[src/rtl/wbu_commit.sv]
// Commit/write-back stage: forms RF/CSR write records from an EXU result and tracks the architectural PC.
// Latency: 1 cycle from accept to o_wb_valid when the 2-entry buffer is empty.
// Backpressure: o_ready is registered and drops when both entries are occupied or after an EBREAK halt.
module wbu_commit #(
  parameter int CPU_WIDTH = 64,
  parameter int REG_AW    = 5,
  parameter logic [CPU_WIDTH-1:0] RESET_PC = {{(CPU_WIDTH-32){1'b0}}, 32'h8000_0000}
) (
  input  logic                 i_clk,
  input  logic                 i_rst_n,
  input  logic                 i_valid,
  output logic                 o_ready,
  input  logic [CPU_WIDTH-1:0] i_pc,
  input  logic [CPU_WIDTH-1:0] i_imm,
  input  logic [CPU_WIDTH-1:0] i_rs1,
  input  logic [CPU_WIDTH-1:0] i_exu_res,
  input  logic [CPU_WIDTH-1:0] i_csr,
  input  logic [REG_AW-1:0]    i_rd,
  input  logic                 i_rd_wen,
  input  logic [2:0]           i_kind,
  output logic                 o_wb_valid,
  input  logic                 i_wb_ready,
  output logic                 o_rf_wen,
  output logic [REG_AW-1:0]    o_rf_waddr,
  output logic [CPU_WIDTH-1:0] o_rf_wdata,
  output logic                 o_csr_wen,
  output logic [CPU_WIDTH-1:0] o_csr_wdata,
  output logic [CPU_WIDTH-1:0] o_commit_pc,
  output logic [CPU_WIDTH-1:0] o_next_pc,
  output logic                 o_redirect,
  output logic                 o_illegal,
  output logic                 o_halt,
  output logic [CPU_WIDTH-1:0] o_arch_pc,
  output logic [63:0]          o_commit_cnt
);

  localparam logic [2:0] K_ALU    = 3'd0;
  localparam logic [2:0] K_BRANCH = 3'd1;
  localparam logic [2:0] K_JAL    = 3'd2;
  localparam logic [2:0] K_JALR   = 3'd3;
  localparam logic [2:0] K_CSR    = 3'd4;
  localparam logic [2:0] K_EBREAK = 3'd5;

  typedef struct packed {
    logic                 rf_wen;
    logic [REG_AW-1:0]    rf_waddr;
    logic [CPU_WIDTH-1:0] rf_wdata;
    logic                 csr_wen;
    logic [CPU_WIDTH-1:0] csr_wdata;
    logic [CPU_WIDTH-1:0] commit_pc;
    logic [CPU_WIDTH-1:0] next_pc;
    logic                 redirect;
    logic                 illegal;
  } rec_t;

  typedef enum logic [1:0] {S_EMPTY, S_ONE, S_FULL} state_t;

  state_t               state_q, state_d;
  rec_t                 out_q, out_d;
  rec_t                 skid_q, skid_d;
  rec_t                 rec;
  logic                 ready_q, ready_d;
  logic                 halt_q, halt_d;
  logic [CPU_WIDTH-1:0] arch_pc_q, arch_pc_d;
  logic [63:0]          cnt_q, cnt_d;
  logic                 accept, drain, is_writer;
  logic [CPU_WIDTH-1:0] pc_plus4, pc_plus_imm, jalr_tgt;

  assign accept      = i_valid & ready_q;
  assign drain       = (state_q != S_EMPTY) & i_wb_ready;
  assign pc_plus4    = i_pc + CPU_WIDTH'(4);
  assign pc_plus_imm = i_pc + i_imm;
  // JALR target always has bit 0 cleared.
  assign jalr_tgt    = (i_rs1 + i_imm) & ~{{(CPU_WIDTH-1){1'b0}}, 1'b1};

  // Build the commit record from the current upstream bundle.
  always_comb begin
    rec           = '0;
    is_writer     = 1'b0;
    rec.commit_pc = i_pc;
    rec.next_pc   = pc_plus4;
    rec.rf_waddr  = i_rd;
    case (i_kind)
      K_ALU: begin
        is_writer    = 1'b1;
        rec.rf_wdata = i_exu_res;
      end
      K_BRANCH: begin
        if (i_exu_res[0]) begin
          rec.next_pc  = pc_plus_imm;
          rec.redirect = 1'b1;
        end
      end
      K_JAL: begin
        is_writer    = 1'b1;
        rec.rf_wdata = i_exu_res;
        rec.next_pc  = pc_plus_imm;
        rec.redirect = 1'b1;
      end
      K_JALR: begin
        is_writer    = 1'b1;
        rec.rf_wdata = i_exu_res;
        rec.next_pc  = jalr_tgt;
        rec.redirect = 1'b1;
      end
      K_CSR: begin
        is_writer     = 1'b1;
        rec.rf_wdata  = i_csr;
        rec.csr_wen   = 1'b1;
        rec.csr_wdata = i_exu_res;
      end
      K_EBREAK: begin
        rec.next_pc = pc_plus4;
      end
      default: begin
        rec.illegal = 1'b1;
      end
    endcase
    // x0 is hardwired to zero, so it is never a write target.
    rec.rf_wen = is_writer & i_rd_wen & (i_rd != '0);
  end

  // Skid-buffer next state, halt, architectural PC and commit counter.
  always_comb begin
    state_d   = state_q;
    out_d     = out_q;
    skid_d    = skid_q;
    halt_d    = halt_q | (accept & (i_kind == K_EBREAK));
    arch_pc_d = accept ? rec.next_pc : arch_pc_q;
    cnt_d     = drain ? cnt_q + 64'd1 : cnt_q;
    case (state_q)
      S_EMPTY: begin
        if (accept) begin
          out_d   = rec;
          state_d = S_ONE;
        end
      end
      S_ONE: begin
        case ({accept, drain})
          2'b11:   out_d = rec;
          2'b10: begin
            skid_d  = rec;
            state_d = S_FULL;
          end
          2'b01:   state_d = S_EMPTY;
          default: state_d = S_ONE;
        endcase
      end
      S_FULL: begin
        // o_ready is low here, so only a drain can move the buffer.
        if (drain) begin
          out_d   = skid_q;
          state_d = S_ONE;
        end
      end
      default: state_d = S_EMPTY;
    endcase
    ready_d = (state_d != S_FULL) & ~halt_d;
  end

  // State registers; reset discards any buffered records.
  always_ff @(posedge i_clk or negedge i_rst_n) begin
    if (!i_rst_n) begin
      state_q   <= S_EMPTY;
      out_q     <= '0;
      skid_q    <= '0;
      ready_q   <= 1'b0;
      halt_q    <= 1'b0;
      arch_pc_q <= RESET_PC;
      cnt_q     <= '0;
    end else begin
      state_q   <= state_d;
      out_q     <= out_d;
      skid_q    <= skid_d;
      ready_q   <= ready_d;
      halt_q    <= halt_d;
      arch_pc_q <= arch_pc_d;
      cnt_q     <= cnt_d;
    end
  end

  assign o_ready      = ready_q;
  assign o_wb_valid   = (state_q != S_EMPTY);
  assign o_rf_wen     = out_q.rf_wen;
  assign o_rf_waddr   = out_q.rf_waddr;
  assign o_rf_wdata   = out_q.rf_wdata;
  assign o_csr_wen    = out_q.csr_wen;
  assign o_csr_wdata  = out_q.csr_wdata;
  assign o_commit_pc  = out_q.commit_pc;
  assign o_next_pc    = out_q.next_pc;
  assign o_redirect   = out_q.redirect;
  assign o_illegal    = out_q.illegal;
  assign o_halt       = halt_q;
  assign o_arch_pc    = arch_pc_q;
  assign o_commit_cnt = cnt_q;

endmodule

[config.mk]
export PLATFORM = sky130hd
export DESIGN_NAME = wbu_commit
export DESIGN_NICKNAME = d
export VERILOG_FILES = /design/src/rtl/wbu_commit.sv
export SDC_FILE = /design/constraint.sdc
export NUM_CORES = 2
export LEC_CHECK = 0
export BUFFER_PORTS_ARGS = -buffer_cell sky130_fd_sc_hd__buf_4
export CAP_MARGIN = 25
export CORE_MARGIN = 4
export CORE_UTILIZATION = 35
export CTS_CLUSTER_SIZE = 25
export DETAILED_ROUTE_END_ITERATION = 10
export PLACE_DENSITY = 0.61
export SYNTH_ARGS = -nofsm -noshare
export SYNTH_HDL_FRONTEND = slang
export SYNTH_SLANG_ARGS = --single-unit
[constraint.sdc]
create_clock -name i_clk -period 2.7 [get_ports i_clk]
set_input_delay 0.135 -clock i_clk [delete_from_list [all_inputs] [get_ports i_clk]]
set_output_delay 0.135 -clock i_clk [all_outputs]
set_load 0.02 [all_outputs]
==> impl_metrics.json <==
{
  "synth_edf_count": 0,
  "ys_types": 100,
  "cts_buffers": 79,
  "reg2reg_depth": 10,
  "fin_crit_sh_pct": 98.25,
  "peakVddDrop_mv": 0.5445,
  "die_w_um": 335.0,
  "wl_per_cell_um": 22.46,
  "grt_max_degree": 122,
  "path_max_fanout": 6,
  "ys_async_sr_fraction_pct": 100.0,
  "post-place-ws_ns": -0.7870,
  "syn_inst": 4350,
  "grt_overflow": 0,
  "arrival_ns": 3.19,
  "stdcell_area_mm2": 0.05502,
  "dp_cells": 6937,
  "synth_seq_cells": 662,
  "fp-row-count": 119,
  "cp_top_family": "compound AO/OA/AOI/OAI gates",
  "p_switching_w": 0.01816,
  "die_h_um": 335.0,
  "cts_tree": "built",
  "fin_setup_tns_ns": 0,
  "crit_cells": 16,
  "final_hold_viol_count": 0,
  "hold_slack_ns": 0.1019,
  "setup_viol": 0,
  "p_leak_nw": 25.89,
  "slew_headroom_pct": 30.65,
  "cts.sinks": 662,
  "yosysSeqAreaShare_pct": 44.27,
  "antenna_found_initial": 6,
  "p_seq_share_pct": 34.9,
  "hpwl_um": 126400,
  "postPlaceCellArea_mm2": 0.04971,
  "critPathMostFrequentCell": "buf_4",
  "syn_area_per_cell_um2": 8.602,
  "port_buffers": 728,
  "grt_pass1_vias": 38260,
  "final.setup_skew_ns": 0.02919,
  "io-pin-count": 729,
  "grt_pass1_wl_um": 241100,
  "root_buffer": "clkbuf_16",
  "p_sw_share_pct": 39.38,
  "mostFrequentLayoutCell": "buf_4",
  "syn_to_final_growth_pct": 47.03,
  "place_congestion": 1.006,
  "core_mm2": 0.1057,
  "drtIter0Drc": 3077,
  "die-area_mm2": 0.1122,
  "avgViaCountPerCell": 5.330,
  "ant_nets": 0,
  "r2r_start": "o_commit_cnt[5]$_DFFE_PN0P_",
  "crit_chain": "buf_4, and2_4, fa_2, a21o_4, a221oi_4, buf_6, a2111oi_4, or3_4, a21oi_4, buf_12, o21bai_4, xor2_1, a222oi_1, buf_4, a21oi_2, a21o_1",
  "stdcell_count": 7309,
  "syn_nets": 4814,
  "drive_above_1_share_pct": 31.40,
  "cp-startpoint": "i_imm[0]",
  "setup.worst_path.end": "o_next_pc[32]$_DFFE_PN0P_",
  "final_nets": 6315,
  "powerDensity_mw_per_mm2": 838.1,
  "cp.required_ns": 3.24,
  "syn_area_mm2": 0.03742,
  "initial_utilization_pct": 35.40,
  "cts.clk_slew.worst_paths_ns": 0.06,
  "clkPwrFrac_pct": 23.5,
  "fmax_mhz": 377.0,
  "vias": 38960,
  "cp.buffers_inverters": 4,
  "setup_slack_ns": 0.04727,
  "cts_buffer_depth": 3,
  "max_stage_delay_ns": 0.48,
  "p_comb_share_pct": 41.6,
  "crit_slowest_cell": "a222oi_1",
  "cts_max_level": 3,
  "min_period_ns": 2.653,
  "path_class": "primary input to flop",
  "drc": 0,
  "grt_usage_pct": 28.16,
  "routed_wl_um": 164200,
  "maxSlewViolCount": 0,
  "cap_violations": 0,
  "mostFrequentLayoutCells": "1451 x buf_4, 813 x nand2_1, 661 x dfrtp_1",
  "r2r_end": "o_commit_cnt[63]$_DFFE_PN0P_",
  "first_pass_iters": 8,
  "internal-power_w": 0.02795,
  "status": "complete, no violations",
  "worstMarginPinSlew_ns": 1.040,
  "cp-end-kind": "flop",
  "holdCritPathClass": "primary input to async pin",
  "ff2ff_setup_slack_ns": 0.13,
  "clkLatencyLatePin_ns": 0.67,
  "crit_path_start_kind": "primary input",
  "synth-warning-count": 0,
  "yosys_most_used_dff": "dfrtp_1"
}
power groups by stage:
stage,Combinational [W],Sequential [W],Clock (W)
finish,0.0192,0.0161,0.0108
global route,0.0207,0.0165,0.0115
CTS,0.0191,0.0160,0.0111
detailed placement,0.0187,0.0162,0
global placement,0.0185,0.0160,0
floorplan,0.00701,0.0182,0
worst min path at each step:
stage               depth (start not counted)                          to     from
floorplan                                   0    o_arch_pc[0]$_DFFE_PN0P_  i_rst_n
global placement                            1  o_rf_wdata[29]$_DFFE_PN0P_  i_rst_n
detailed placement                          1  o_rf_wdata[29]$_DFFE_PN0P_  i_rst_n
CTS                                         2  o_rf_wdata[29]$_DFFE_PN0P_  i_rst_n
global route                                2  o_rf_wdata[29]$_DFFE_PN0P_  i_rst_n
finish                                      2  o_rf_wdata[29]$_DFFE_PN0P_  i_rst_n
registers in the layout, indices dropped and copies added, names as in the netlist, 2 cells and up:
signal	cells
skid_q	265
o_arch_pc	64
o_commit_cnt	64
o_commit_pc	64
o_csr_wdata	64
o_next_pc	64
o_rf_wdata	64
o_rf_waddr	5
state_q	2
Yosys cell counts (9+ instances only):
cell type	instances	share of area [%]
o21a_1	19	0.38
a222oi_1	15	0.40
nand4_1	68	1.1
ha_1	129	4.3
a21boi_0	10	0.20
nor2b_1	11	0.18
or3_1	39	0.65
xnor2_1	142	3.3
nor3_1	35	0.47
and4_1	18	0.42
a21o_1	51	1.0
a31oi_1	93	1.6
inv_1	43	0.43
o21ai_1	12	0.16
and2_1	15	0.25
o22ai_1	26	0.43
clkbuf_1	241	2.4
clkbuf_8	10	0.37
o21ai_0	544	7.3
a211oi_1	20	0.40
nand2_1	819	8.2
nand3_1	75	1.0
a221oi_1	13	0.30
dfrtp_1	661	44
a21oi_1	385	5.1
or2_2	9	0.15
and3_1	43	0.72
mux2_2	76	2.3
o21bai_1	33	0.66
nor2_1	365	3.7
xor2_1	88	2.1
buf_1	20	0.20
a22oi_1	66	1.3
logic make-up (layout without fill, tap and decap cells):
| family | Yosys count | after routing | share of synthesized area (%) |
|---|---|---|---|
| simple gates | 1533 | 1533 | 17.69 |
| compound gates | 1381 | 1381 | 22.02 |
| flops | 662 | 662 | 44.27 |
| buf+inv | 329 | 1890 | 3.705 |
| xor+xnor | 230 | 230 | 5.383 |
| fa+ha+maj | 131 | 131 | 4.420 |
| mux | 84 | 84 | 2.504 |
| other cells | 0 | 7 | 0 |
per-layer routing:
layer	track usage [%]	share of wire [%]	up-vias	wire length, um
met5	0	0	-	0
met4	10.06	3.6	0	5945
met3	7.611	9.4	260	15460
met2	43.70	44	1579	72330
met1	37.92	43	18740	70440
li1	-	-	18380	-
per-stage QoR:
step | power [W] | utilization (%)
CTS | 0.04622 | 51.58
detailed placement | 0.03489 | 47.03
floorplan | 0.02523 | -
global placement | 0.03457 | 47.03
global route | 0.04875 | 52.03
finish | 0.04611 | 52.04
what timing repair did:
item,in CTS,in global routing
endpoints found under the hold margin,838,0
endpoints found under the setup margin,13,110
buffers inserted,2,10
hold buffers,212,0
pin swaps,2,35
gates cloned,0,0
gates resized for setup,4,101
cell type report:
type                            count  area (um2)
Antenna cell                        7       17.52
Clock buffer                      118        2344
Clock inverter                     23       300.3
Fill cell                        9873       50700
Inverter                           46       173.9
Multi-Input combinational cell   3359       20070
Sequential cell                   662       16570
Tap cell                         1391        1740
Timing Repair Buffer             1703       13800
Power figures use the tool's default switching activity.
